### src/rtl/alarm_sequencer.sv
// ============================================================================
// alarm_sequencer : alarm ring/snooze/dismiss sequencer for the alarm clock.
// Optional feature macro: ALARM_BUZZER_PULSE_EN (buzzer toggles every 500 ms).
// Revision: 1.0
// ============================================================================
`default_nettype none

module alarm_sequencer #(
  parameter int CLOCK_FREQ_1KHZ = 50000,
  parameter int SNOOZE_MIN      = 5,
  parameter int RING_TIMEOUT_S  = 60,
  parameter int MAX_SNOOZE      = 3
) (
  input  logic       clock,
  input  logic       reset_n,
  input  logic       armed,
  input  logic [4:0] hours,
  input  logic [5:0] minutes,
  input  logic [5:0] seconds,
  input  logic [4:0] alarm_hours,
  input  logic [5:0] alarm_minutes,
  input  logic       snooze,
  input  logic       dismiss,
  output logic       blink_en,
  output logic       buzzer,
  output logic       ringing,
  output logic       snoozing
);

  localparam int PW = (CLOCK_FREQ_1KHZ > 1) ? $clog2(CLOCK_FREQ_1KHZ) : 1;
  localparam int SW = $clog2(RING_TIMEOUT_S + 1);
  localparam int CW = (MAX_SNOOZE > 0) ? $clog2(MAX_SNOOZE + 1) : 1;
  localparam logic [PW-1:0] PRE_LAST = PW'(CLOCK_FREQ_1KHZ - 1);
  localparam logic [SW-1:0] SEC_LAST = SW'(RING_TIMEOUT_S - 1);
  localparam logic [CW-1:0] CNT_MAX  = CW'(MAX_SNOOZE);

  typedef enum logic [1:0] {
    S_IDLE    = 2'd0,
    S_RINGING = 2'd1,
    S_SNOOZE  = 2'd2
  } state_t;

  state_t        state_q, state_d;
  logic [CW-1:0] cnt_q, cnt_d;
  logic [4:0]    tgt_hours_q, tgt_hours_d;
  logic [5:0]    tgt_min_q, tgt_min_d;
  logic [PW-1:0] pre_q, pre_d;
  logic [9:0]    ms_q, ms_d;
  logic [SW-1:0] sec_q, sec_d;
  logic          alarm_match_q, alarm_edge_q;
  logic          snz_match_q, snz_edge_q;
  logic          ring_q, snz_q, buzzer_q, buzzer_d;

  logic       match_alarm, match_snooze, timeout;
  logic [6:0] min_sum;
  logic [5:0] next_min;
  logic [4:0] next_hours;

  always_comb begin
    match_alarm  = (hours == alarm_hours) && (minutes == alarm_minutes) && (seconds == 6'd0);
    match_snooze = (hours == tgt_hours_q) && (minutes == tgt_min_q) && (seconds == 6'd0);
    timeout      = (state_q == S_RINGING) && (pre_q == PRE_LAST) &&
                   (ms_q == 10'd999) && (sec_q == SEC_LAST);
  end

  // Snooze target: current time plus SNOOZE_MIN with minute/hour wrap.
  always_comb begin
    min_sum    = {1'b0, minutes} + 7'(SNOOZE_MIN);
    next_min   = min_sum[5:0];
    next_hours = hours;
    if (min_sum >= 7'd60) begin
      next_min   = 6'(min_sum - 7'd60);
      next_hours = (hours == 5'd23) ? 5'd0 : hours + 5'd1;
    end
  end

  always_comb begin
    state_d     = state_q;
    cnt_d       = cnt_q;
    tgt_hours_d = tgt_hours_q;
    tgt_min_d   = tgt_min_q;
    if (!armed) begin
      state_d = S_IDLE;
    end else begin
      case (state_q)
        S_IDLE: begin
          if (alarm_edge_q) begin
            state_d = S_RINGING;
            cnt_d   = '0;
          end
        end
        S_RINGING: begin
          if (dismiss || timeout) begin
            state_d = S_IDLE;
          end else if (snooze && (cnt_q < CNT_MAX)) begin
            state_d     = S_SNOOZE;
            tgt_hours_d = next_hours;
            tgt_min_d   = next_min;
            cnt_d       = cnt_q + 1'b1;
          end
        end
        S_SNOOZE: begin
          if (dismiss) begin
            state_d = S_IDLE;
          end else if (snz_edge_q) begin
            state_d = S_RINGING;
          end
        end
        default: state_d = S_IDLE;
      endcase
    end
  end

  // Timeout chain advances only while staying in RINGING; any entry restarts it.
  always_comb begin
    pre_d = '0;
    ms_d  = '0;
    sec_d = '0;
    if ((state_q == S_RINGING) && (state_d == S_RINGING)) begin
      pre_d = pre_q;
      ms_d  = ms_q;
      sec_d = sec_q;
      if (pre_q == PRE_LAST) begin
        pre_d = '0;
        if (ms_q == 10'd999) begin
          ms_d  = '0;
          sec_d = sec_q + 1'b1;
        end else begin
          ms_d = ms_q + 10'd1;
        end
      end else begin
        pre_d = pre_q + 1'b1;
      end
    end
  end

  always_comb begin
`ifdef ALARM_BUZZER_PULSE_EN
    buzzer_d = (state_d == S_RINGING) && (ms_d < 10'd500);
`else
    buzzer_d = (state_d == S_RINGING);
`endif
  end

  always_ff @(posedge clock or negedge reset_n) begin
    if (!reset_n) begin
      state_q       <= S_IDLE;
      cnt_q         <= '0;
      tgt_hours_q   <= '0;
      tgt_min_q     <= '0;
      pre_q         <= '0;
      ms_q          <= '0;
      sec_q         <= '0;
      alarm_match_q <= 1'b0;
      alarm_edge_q  <= 1'b0;
      snz_match_q   <= 1'b0;
      snz_edge_q    <= 1'b0;
      ring_q        <= 1'b0;
      snz_q         <= 1'b0;
      buzzer_q      <= 1'b0;
    end else begin
      state_q       <= state_d;
      cnt_q         <= cnt_d;
      tgt_hours_q   <= tgt_hours_d;
      tgt_min_q     <= tgt_min_d;
      pre_q         <= pre_d;
      ms_q          <= ms_d;
      sec_q         <= sec_d;
      alarm_match_q <= match_alarm;
      alarm_edge_q  <= match_alarm & ~alarm_match_q;
      snz_match_q   <= match_snooze;
      snz_edge_q    <= match_snooze & ~snz_match_q;
      ring_q        <= (state_d == S_RINGING);
      snz_q         <= (state_d == S_SNOOZE);
      buzzer_q      <= buzzer_d;
    end
  end

  assign ringing  = ring_q;
  assign blink_en = ring_q;
  assign snoozing = snz_q;
  assign buzzer   = buzzer_q;

endmodule

`default_nettype wire

### config.mk
export PLATFORM = sky130hd
export DESIGN_NAME = alarm_sequencer
export DESIGN_NICKNAME = d
export VERILOG_FILES = /design/src/rtl/alarm_sequencer.sv
export SDC_FILE = /design/constraint.sdc
export NUM_CORES = 1
export LEC_CHECK = 0
export ABC_AREA = 1
export ABC_CLOCK_PERIOD_IN_PS = 3350
export CAP_MARGIN = 10
export CORE_MARGIN = 3
export CORE_UTILIZATION = 61
export CTS_CLUSTER_DIAMETER = 60
export DETAILED_ROUTE_END_ITERATION = 6
export MAX_ROUTING_LAYER = met4
export PLACE_DENSITY = 0.95
export SLEW_MARGIN = 20
export SYNTH_ARGS = -nofsm -noshare
export SYNTH_HDL_FRONTEND = slang
export SYNTH_SLANG_ARGS = --single-unit
### constraint.sdc
create_clock -name clock -period 3.35 [get_ports clock]
set_clock_uncertainty 0.05 [all_clocks]
set_input_delay 0.67 -clock clock [delete_from_list [all_inputs] [get_ports clock]]
set_output_delay 0.67 -clock clock [all_outputs]
set_load 0.005 [all_outputs]
# Yosys cells after proc, flatten, opt, wreduce, memory -nomap -nowiden
# Index checks and enable logic that the tools add are counted.
[word_totals] ff_bits=53 input_bits=33 output_inout_bits=4 elab_cells=82
[op_classes] n_addsub=7 magnitude_cmp=2 n_eq_ne=17 n_mux=22 n_bitwise=5 reduce_logical=16
[op_table] cell="$mux W16" count=2
[op_table] cell="$mux W10" count=3
[op_table] cell="$mux W6" count=4
[op_table] cell="$mux W2" count=9
[op_table] cell="$add A16 B1 Y16 const B" count=1
[op_table] cell="$eq A16 B16 Y1 const B" count=1
[op_table] cell="$eq A6 B6 Y1" count=2
[op_table] cell="$add A10 B1 Y10 const B" count=1
[op_table] cell="$eq A10 B10 Y1 const B" count=1
[op_table] cell="$eq A5 B5 Y1" count=2
[op_table] cell="$mux W5" count=2
[op_table] cell="$logic_and A1 B1 Y1" count=9
[op_table] cell="$ne A2 B2 Y1 const B" count=4
[op_table] cell="$add A6 B3 Y7 const B" count=1
[op_table] cell="$ge A7 B6 Y1 const B" count=1
[op_table] cell="$add A6 B1 Y6 const B" count=1
[op_table] cell="$eq A6 B6 Y1 const B" count=1
[op_table] cell="$logic_not A6 Y1" count=1
[op_table] cell="$pmux W2 S3" count=1
[op_table] cell="$sub A6 B6 Y6 const B" count=1
[op_table] cell="$add A5 B1 Y5 const B" count=1
[op_table] cell="$eq A5 B5 Y1 const B" count=1
[op_table] cell="$reduce_and A5 Y1" count=1
[op_table] cell="$eq A2 B1 Y1 const B" count=2
[op_table] cell="12 further kinds" count=16

# Longest topological paths before layout
# Gate-level depths: netlist of run 1.
[depth] depth_word=12 ltp_mapped=13 ltp_nobuf=13

# Worst setup path before layout of run 1
# No wires, ideal clock.
[synth_timing] path_kind="input -> register" from="input port minutes[3]" to="register tgt_min_q[2]" setup_ps=117 arrival_time_ps=1977 required_time_ps=3183 setup_slack_ps=1205 stages=12 n_path_buf=1 cell_sequence="buf_2 > inv_1 > xor2_1 > inv_1 > ha_1 > inv_1 > nor3_1 > a21oi_4 > nand2_4 > nand2_1 > nand3_1 > nand2_1"
[synth_via] elab_chain_cells=3
[synth_rtl] item="from (decl)" line_no="18" source="input logic [5:0] minutes,"
[synth_rtl] item="$add A6 B3 Y7" line_no="68" source="min_sum = {1'b0, minutes} + 7'(SNOOZE_MIN);"
[synth_rtl] item="$ge A7 B6 Y1" line_no="71" source="if (min_sum >= 7'd60) begin"
[synth_rtl] item="$mux W6" line_no="71"
[synth_rtl] item="to (signal assigned)" line_no="165" source="tgt_min_q <= tgt_min_d;"
[synth_rtl] item="to (decl)" line_no="46" source="logic [5:0] tgt_min_q, tgt_min_d;"
# Every way passes these cells.
# A chain may end at the register's enable or synchronous reset.

# Worst setup path after layout of run 1
[layout_timing] from="input port minutes[0]" to="register tgt_hours_q[4]"
[layout_via] elab_chain_cells=3
[layout_rtl] item="$add A6 B3 Y7" line_no="68"
[layout_rtl] item="$ge A7 B6 Y1" line_no="71"
[layout_rtl] item="$mux W5" line_no="71"
[layout_rtl] item="to (signal assigned)" line_no="164" source="tgt_hours_q <= tgt_hours_d;"
[layout_rtl] item="to (decl)" line_no="45" source="logic [4:0] tgt_hours_q, tgt_hours_d;"
# Every way passes these cells.

==> run_results.csv, run 1 <==
group,metric,value,unit
logic_synthesis,yosys-top-cells-area,"dfrtp_1 (39%), nand2_1 (11%), xor2_1 (6.6%)",
logic_synthesis,yosysSeqAreaShare,38.7,%
layout,multiInputGateArea,0.00182,mm²
layout,fillers,437,
grt,antenna_found_initial,0,
detailed_routing,via_count,3026,
detailed_routing,ant_nets,0,
layout,seq_area,0.00133,mm²
critical_path,crit_fanout,10,
power,vdd_drop_max,233,µV
grt,grt_pass1_wl,12.7,mm
floorplanning,core,0.00527,mm²
logic_synthesis,ys.flop_type,"dfrtp_1",
grt,grt_pass1_vias,3041,
timing,setup_viol,0,
floorplanning,start_util,65.0,%
critical_path,crit_buf_inv,3,
layout,drive_gt1_share,9.13,%
power,sw_frac_of_total,25.1,%
critical_path,critPathLaunchType,"input pin",
power,cellPowerDensity,293,mW/mm²
timing,worstMarginPinSlew,0.762,ns
logic_synthesis,synthTopCellsByCount,"nand2_1 (100), dfrtp_1 (53), inv_1 (48), nor2_1 (47), nand3_1 (33)",
clock_network,cts_resized,0,
critical_path,cp.required,3.49,ns
critical_path,r2r_setup_slack,1.09,ns
timing,rsz0062_at_grt,"no",
clock_network,cts_tree,"done",
place,dpl_cell_area,0.00381,mm²
layout,area_growth,13.7,%
critical_path,path_common_cell,"nand2_1",
logic_synthesis,synth_most_common_cell,"nand2_1",
floorplanning,boundaryPins,37,
detailed_routing,drtPass1Iterations,6,
grt,grt-ovfl-total,0,
detailed_routing,avgRoutedWirePerCell,13.8,µm
layout,final-instance-count-excl-fill,541,
logic_synthesis,synth-edff-count,0,
critical_path,timing.critical_path.slowest_stage_cell,"clkdlybuf4s50_1",
logic_synthesis,netlist_area,0.00343,mm²
logic_synthesis,syn_area_per_cell,7.80,µm²
clock_network,post_cts_buffers,0,
logic_synthesis,yosysWarnings,0,
logic_synthesis,netlist_instances,439,
power,seq_power_share,56.1,%
timing,finalSetupTns,0,ns
clock_network,htreeDepth,2,
timing,hold_viol,0,
critical_path,critPathMaxStageDelay,0.59,ns
layout,fin_util,73.9,%
critical_path,endpoint_kind,"flop",
logic_synthesis,ys_ff_latch,53,
critical_path,path_cells,"clkdlybuf4s50_1 -> nand2_1 -> nand2_1 -> xor2_1 -> inv_1 -> ha_1 -> inv_1 -> nor3_1 -> a21oi_4 -> nand2_4 -> nand2_1 -> nand2_1 -> nand2_1 -> nand2_1",
place,portBuffers,36,
floorplanning,chipWidth,80.9,µm
logic_synthesis,yosysTopAreaCell,"dfrtp_1",
logic_synthesis,synth.distinct_cells,34,
clock_network,hold_buffers,0,
critical_path,path_class,"in2reg",
power,netSwitchingPower,0.286,mW
floorplanning,die_y,80.9,µm
clock_network,path_clk_slew,0.10,ns
detailed_routing,viasPerCell,5.59,
power,clkPwrFrac,31.5,%
grt,grt_max_degree,32,
power,p_comb_share,12.3,%
detailed_routing,drc_errors,0,
power,p_leak,1.86,nW
clock_network,cts_buffers,5,
floorplanning,die-area,0.00655,mm²
layout,num_antenna_cells,0,
grt,grt.total_usage,25.3,%
timing,fin_crit,2.67,ns
hold_path,hp-class,"in2async",
clock_network,cts.sinks,53,
logic_synthesis,ys_async_sr_fraction,100,%
place,post-dp-hpwl,5.62,mm
power,power.internal,0.856,mW
timing,slew_headroom,49.2,%
critical_path,regToRegStartpoint,"ms_q[0]$_DFFE_PN0P_",
place,gp_congestion,0.909,
timing,timing.fmax,375,MHz
layout,nets,510,
run,maxCapViolCount,0,
detailed_routing,totalWireLength,7.45,mm
clock_network,clockRootBuffer,"clkbuf_8",
timing,drv_slew,0,
detailed_routing,drtIter0Drc,185,
floorplanning,fp-row-count,26,
status,status,"finished, final reports clean",
logic_synthesis,syn_nets,479,
layout,fin_area,0.00389,mm²
timing,period_share,79.6,%
place,place_inst,533,
critical_path,critPathArrivalTime,2.81,ns
clock_network,clockBufferDepth,2,
clock_network,clock_latency,0.31,ns
critical_path,r2r_cells,10,
critical_path,cpLargestDelayFamily,"buffers and inverters",
logic_synthesis,synth_top_cell_area_share,38.7,%
critical_path,worstReg2RegEnd,"pre_q[0]$_DFF_PN0_",
-- layout make-up --
| cell class | instances | area share (%) |
|---|---|---|
| clock buffer | 6 | 1.86 |
| clock inverter | 2 | 0.353 |
| inverter | 49 | 4.72 |
| multi-input combinational | 321 | 46.9 |
| sequential | 53 | 34.1 |
| tap | 70 | 2.25 |
| timing repair buffer | 40 | 9.90 |
-- power by group through the flow --
stage / logic (mW) / registers (mW) / clock network [mW]
2_1_floorplan: 0.0692 / 0.654 / 0
3_3_place_gp: 0.135 / 0.654 / 0
3_5_place_dp: 0.140 / 0.654 / 0
4_1_cts: 0.141 / 0.641 / 0.369
5_1_grt: 0.157 / 0.641 / 0.391
6_report: 0.141 / 0.641 / 0.360
-- kinds of logic (layout without fill, tap and decap cells) --
group,after synthesis,in the layout,share of synthesized area (%)
xor+xnor,43,43,11.0
fa+ha+maj,7,7,2.56
simple gates,251,251,36.0
buf+inv,65,97,8.03
compound gates,20,20,3.69
flops,53,53,38.7
-- state kept, by name, summed over array words and instances (netlist names), 2 cells and up --
signal       cells
cnt_q            2
ms_q            10
pre_q           16
sec_q            6
state_q          2
tgt_hours_q      5
tgt_min_q        6
-- cell usage in the layout (no fill, tap or decap), types with 2 or more instances in the layout --
| master | Yosys | final |
|---|---|---|
| nand2_1 | 100 | 100 |
| dfrtp_1 | 53 | 53 |
| inv_1 | 48 | 48 |
| nor2_1 | 47 | 47 |
| clkdlybuf4s50_1 | 0 | 35 |
| nand3_1 | 33 | 33 |
| nand4_1 | 27 | 27 |
| xor2_1 | 26 | 26 |
| xnor2_1 | 17 | 17 |
| nor3_1 | 9 | 9 |
| nor3_2 | 9 | 9 |
| a21oi_1 | 8 | 8 |
| ha_1 | 7 | 7 |
| nor2_2 | 6 | 6 |
| o21ai_0 | 6 | 6 |
| clkbuf_8 | 0 | 5 |
| nand3b_1 | 4 | 4 |
| buf_4 | 5 | 4 |
| nand2_2 | 3 | 3 |
| or2_2 | 3 | 3 |
| nand3_2 | 2 | 2 |
| a21oi_4 | 2 | 2 |
| nand2_4 | 2 | 2 |
| nand4_2 | 2 | 2 |
| o21ai_1 | 2 | 2 |
-- worst reg2reg max path, cell delays in order (launching register included) --
cell and delay (ns):
dfrtp_1 0.44, ha_1 0.24, nand2_1 0.10, nor2_1 0.06
nand2_2 0.12, nor2_8 0.07, nand3_2 0.14, nand3_2 0.11
a21oi_4 0.36, nand2_4 0.27, nor3_1 0.23
-- metal layers --
metal  track usage (%)  share of wire [%]
met1              28.1                 42
met3              4.43                4.7
met4              9.12                2.5
met5                 -                  0
met2              45.4                 51
-- per-stage QoR --
| step | setup WS [ns] | hold WS, ns | total power, mW |
|---|---|---|---|
| global route | 0.521 | 0.371 | 1.19 |
| global placement | 0.538 | 0.333 | 0.788 |
| finish | 0.683 | 0.339 | 1.14 |
| CTS | 0.703 | 0.354 | 1.15 |
| detailed placement | 0.410 | 0.341 | 0.794 |
| floorplan | 1.21 | 0.324 | 0.723 |
-- how the worst max path moves through the flow --
stage,startpoint,to,slack (ns),depth (start not counted)
after floorplan,minutes[3],tgt_min_q[2]$_DFFE_PN0P_,1.21,12
after global placement,minutes[0],tgt_hours_q[0]$_DFFE_PN0P_,0.54,13
after detailed placement,minutes[0],tgt_hours_q[1]$_DFFE_PN0P_,0.41,13
after CTS,minutes[0],tgt_hours_q[4]$_DFFE_PN0P_,0.70,14
after global routing,minutes[0],tgt_hours_q[4]$_DFFE_PN0P_,0.52,14
final,minutes[0],tgt_hours_q[4]$_DFFE_PN0P_,0.68,14
(Power assumes the default switching activity.)
==> run 2: changes to the inputs <==
--- a/config.mk
+++ b/config.mk
@@ -6,14 +6,14 @@
 export NUM_CORES = 1
 export LEC_CHECK = 0
 export ABC_AREA = 1
-export ABC_CLOCK_PERIOD_IN_PS = 3350
+export ABC_CLOCK_PERIOD_IN_PS = 2530
 export CAP_MARGIN = 10
 export CORE_MARGIN = 3
-export CORE_UTILIZATION = 61
+export CORE_UTILIZATION = 57
 export CTS_CLUSTER_DIAMETER = 60
 export DETAILED_ROUTE_END_ITERATION = 6
 export MAX_ROUTING_LAYER = met4
-export PLACE_DENSITY = 0.95
+export PLACE_DENSITY = 0.92
 export SLEW_MARGIN = 20
 export SYNTH_ARGS = -nofsm -noshare
 export SYNTH_HDL_FRONTEND = slang
==> constraint.sdc (replaced) <==
create_clock -name clock -period 2.53 [get_ports clock]
set_clock_uncertainty 0.05 [all_clocks]
set_input_delay 0.506 -clock clock [delete_from_list [all_inputs] [get_ports clock]]
set_output_delay 0.506 -clock clock [all_outputs]
set_load 0.005 [all_outputs]
==> run_results.csv, run 2 (synthesis gave the netlist of run 1 again) <==
group,metric,value,unit
status,status,"finished, final reports clean",
layout,largest_register,"pre_q",
critical_path,path_class,"in2reg",
layout,layout_commonest_cell,"nand2_1",
grt,grt_max_degree,23,
timing,drv_slew,0,
timing,period_share,91.4,%
critical_path,cp.required,2.73,ns
layout,num_antenna_cells,0,
timing,worstMarginPinSlew,0.591,ns
clock_network,hold_buffers,0,
power,p_leak,1.91,nW
power,vdd_drop_max,280,µV
timing,hold_ws,0.0690,ns
grt,grt_pass1_wl,13.4,mm
detailed_routing,avgRoutedWirePerCell,13.9,µm
grt,antenna_found_initial,0,
layout,final_cell_mix,"nand2_1 (100), dfrtp_1 (53), inv_1 (48), nor2_1 (47), clkdlybuf4s50_1 (35)",
detailed_routing,viasPerCell,5.52,
clock_network,clockRootBuffer,"clkbuf_8",
run,maxCapViolCount,0,
critical_path,endpoint_kind,"flop",
place,portBuffers,36,
floorplanning,core,0.00568,mm²
critical_path,crit_path_start,"minutes[1]",
timing,slew_headroom,60.6,%
detailed_routing,drtIter0Drc,202,
timing,rsz0062_at_grt,"no",
timing,hold_viol,0,
floorplanning,start_util,60.4,%
layout,fillers,452,
grt,grt-ovfl-total,0,
clock_network,cts_resized,0,
timing,setup_viol,0,
timing,setup_slack,0.218,ns
layout,nets,522,
layout,final-instance-count-excl-fill,555,
layout,fin_util,70.4,%
clock_network,post_cts_buffers,0,
floorplanning,die_y,83.5,µm
critical_path,critPathArrivalTime,2.52,ns
place,place_inst,546,
layout,largest_register_ffs,16,
clock_network,cts_buffers,5,
timing,timing.fmax,432,MHz
layout,area_growth,16.7,%
timing,fin_crit,2.31,ns
detailed_routing,ant_nets,0,
clock_network,cts_tree,"done",
layout,drive_gt1_share,11.6,%
layout,reg.largest.list,"pre_q x16, ms_q x10",
grt,grt_pass1_vias,3140,
floorplanning,boundaryPins,37,
floorplanning,chipWidth,83.5,µm
place,post-dp-hpwl,5.81,mm
grt,grt.total_usage,23.6,%
detailed_routing,drtPass1Iterations,4,
clock_network,path_clk_slew,0.11,ns
floorplanning,fp-row-count,27,
critical_path,regToRegStartpoint,"ms_q[0]$_DFFE_PN0P_",
critical_path,crit_fanout,10,
detailed_routing,totalWireLength,7.69,mm
clock_network,cts.sinks,53,
critical_path,critPathLaunchType,"input pin",
power,cellPowerDensity,388,mW/mm²
place,gp_congestion,0.878,
hold_path,hp-class,"in2async",
floorplanning,die-area,0.00698,mm²
detailed_routing,via_count,3063,
critical_path,r2r_setup_slack,0.27,ns
timing,finalSetupTns,0,ns
clock_network,clock_latency,0.31,ns
clock_network,htreeDepth,2,
place,dp_slack,-0.112,ns
detailed_routing,drc_errors,0,
clock_network,clockBufferDepth,2,
## run 2: final cells by class
| class | count | area (µm²) | area share [%] |
|---|---|---|---|
| clock buffers | 5 | 68.8 | 1.72 |
| well taps | 72 | 90.1 | 2.25 |
| repair buffers | 51 | 468 | 11.7 |
| flip-flops and latches | 53 | 1330 | 33.2 |
| inverters | 49 | 184 | 4.60 |
| multi-input cells | 322 | 1830 | 45.9 |
| clock inverters | 3 | 26.3 | 0.657 |
## run 2: final timing paths
kind | cells after the start | to
worst max-delay path | 14 | tgt_hours_q[4]$_DFFE_PN0P_
worst min-delay path | 1 | pre_q[10]$_DFF_PN0_
worst max register to register | 10 | sec_q[2]$_DFFE_PN0P_
worst min register to register | 1 | alarm_edge_q$_DFF_PN0_
max in group asynchronous | 2 | snoozing$_DFF_PN0_
min in group clock | 1 | alarm_edge_q$_DFF_PN0_
## run 2: report_power, final
part / switching [mW] / total (mW) / internal [mW]
registers: 0.000852 / 0.849 / 0.848
logic: 0.0991 / 0.200 / 0.101
clock network: 0.301 / 0.503 / 0.202
## run 2: per-stage QoR
step / power (mW) / cell area (µm²)
6_report: 1.55 / 4000
3_3_place_gp: 1.06 / 3890
3_5_place_dp: 1.07 / 3890
5_1_grt: 1.62 / 4000
4_1_cts: 1.56 / 3990
2_1_floorplan: 0.957 / 3430
## run 2: worst max-delay path, cell delays in order
cell	delay [ns]
clkdlybuf4s50_1	0.47
ha_1	0.23
inv_1	0.08
nand2_1	0.09
nand2_1	0.09
ha_1	0.14
inv_1	0.05
nor3_1	0.33
a21oi_4	0.17
nand2_4	0.12
nand2_1	0.07
nand2_1	0.05
nand2_1	0.05
nand2_1	0.07
## run 2: layer usage
layer | GRT usage [%] | part of all wire, % | wire length (µm) | vias to the layer above
li1 | - | - | - | 1503
met1 | 27.0 | 41 | 3160 | 1470
met3 | 3.46 | 4.7 | 359 | 10
met5 | - | 0 | 0 | -
met4 | 6.43 | 1.0 | 77 | 0
met2 | 43.1 | 53 | 4100 | 80
==> patch: new RTL, config.mk and constraints of run 2 <==
Re-encode `state_t` (3 states) as one-hot, 3 bits wide.
--- a/src/rtl/alarm_sequencer.sv
+++ b/src/rtl/alarm_sequencer.sv
@@ -34,10 +34,10 @@
   localparam logic [SW-1:0] SEC_LAST = SW'(RING_TIMEOUT_S - 1);
   localparam logic [CW-1:0] CNT_MAX  = CW'(MAX_SNOOZE);
 
-  typedef enum logic [1:0] {
-    S_IDLE    = 2'd0,
-    S_RINGING = 2'd1,
-    S_SNOOZE  = 2'd2
+  typedef enum logic [2:0] {
+    S_IDLE    = 3'b001,
+    S_RINGING = 3'b010,
+    S_SNOOZE  = 3'b100
   } state_t;
 
   state_t        state_q, state_d;
Formal check against the unedited RTL: same outputs for any inputs over 10 cycles, from zero or initial values and one cycle with reset_n low; not proved beyond that.
==> patch against run 2 <==
- utilization rose by 0.27 points
- routed wire length fell by 3.5%
- setup slack got worse by 0.068 ns
- cell area fell by 1.4%
- total power rose by 5.4%
- sequential share of layout area rose by 1.1 points
- critical path type unchanged
- hold slack improved by 0.18 ns
- synthesized area fell by 2.8%
- register-to-register slack improved by 0.03 ns
- sequential cell count rose by 1
- clock power rose by 16%
- highest routed layer unchanged
- first-iteration DRC count rose by 12%
==> patch: results (changes against run 2) <==
* GR Util All Layers at 24.6% (+0.94 points)
* Status: completed
* Largest net degree at the start of global routing at 55 (+140%)
* Post-synthesis adder-cell area fraction at 2.63% (+0.074 points)
* FILL cells at 443 (-2.0%)
* Seq. pwr at 863 uW (+2%)
* Routability congestion estimate at 0.909 (+3.5%)
* Synth area leaders: dfrtp_1 (40%), nand2_1 (11%), nor2_1 (5.7%)
* P_leak at 0.00186 uW (-2.3%)
* Synth Area in XOR/XNOR at 9.70% (-1.3 points)
* Met2 usage at 42.5% (-0.68 points)
* Cell count after synthesis at 417 (-5.0%)
* Metal-1 WL at 3020 um (-4.2%)
* Share of cells above drive strength 1 at 12.4% (+0.80 points)
* Routed length on met3 at 350 um (-2.5%)
* GR Util met3 at 4.99% (+1.5 points)
* Total number of vias at 2962 (-3.3%)
* Worst EP arrival at 2.59 ns (+0.07 ns)
* Peak VDD IR at 0.242 mV (-14%)
* Worst slew pin tran at 0.671 ns (+0.0803 ns)
* WL met2 at 3850 um (-6.0%)
* Comb power frac at 11.5% (-1.4 points)
* Synth Area in Compound Gates at 7.37% (+3.7 points)
* Cell Area, Placed at 0.00380 mm2 (-2.3%)
* Post-Syn Nets at 457 (-4.6%)
* Yosys top cell area share at 39.8% (+1.1 points)
* Detailed Route Iter0 Violations at 227 (+12%)
* Internal power at 1260 uW (+9.2%)
* WL final at 7420 um (-3.5%)
==> patch: final cells by class <==
class	count	share of cell area, %
well taps	72	2.29
repair buffers	51	11.9
inverters	48	4.57
multi-input cells	307	44.2
clock inverters	1	0.762
flip-flops and latches	54	34.3
clock buffers	7	1.94
==> patch: path summary, 6_finish.rpt <==
kind | startpoint | end | slack, ns | cells after the start
hold reg to reg | alarm_match_q | alarm_edge_q | 0.35 | 1
setup / recovery | minutes[0] | tgt_hours_q[3] | 0.15 | 12
max in group asynchronous | reset_n | pre_q[13] | 1.73 | 2
min in group clock | alarm_match_q | alarm_edge_q | 0.35 | 1
hold / removal | reset_n | pre_q[5] | 0.25 | 2
setup reg to reg | ms_q[0] | pre_q[3] | 0.30 | 12
==> patch: critical path, cell delays in order <==
cell and delay [ns]:
clkdlybuf4s50_1 0.48, ha_1 0.24, or2_1 0.25, buf_4 0.14, nand2_1 0.08, xor2_2 0.16, a21oi_1 0.05, nand2_1 0.14
nand2_2 0.14, a21oi_1 0.22, nand3_1 0.11, nand2_1 0.07
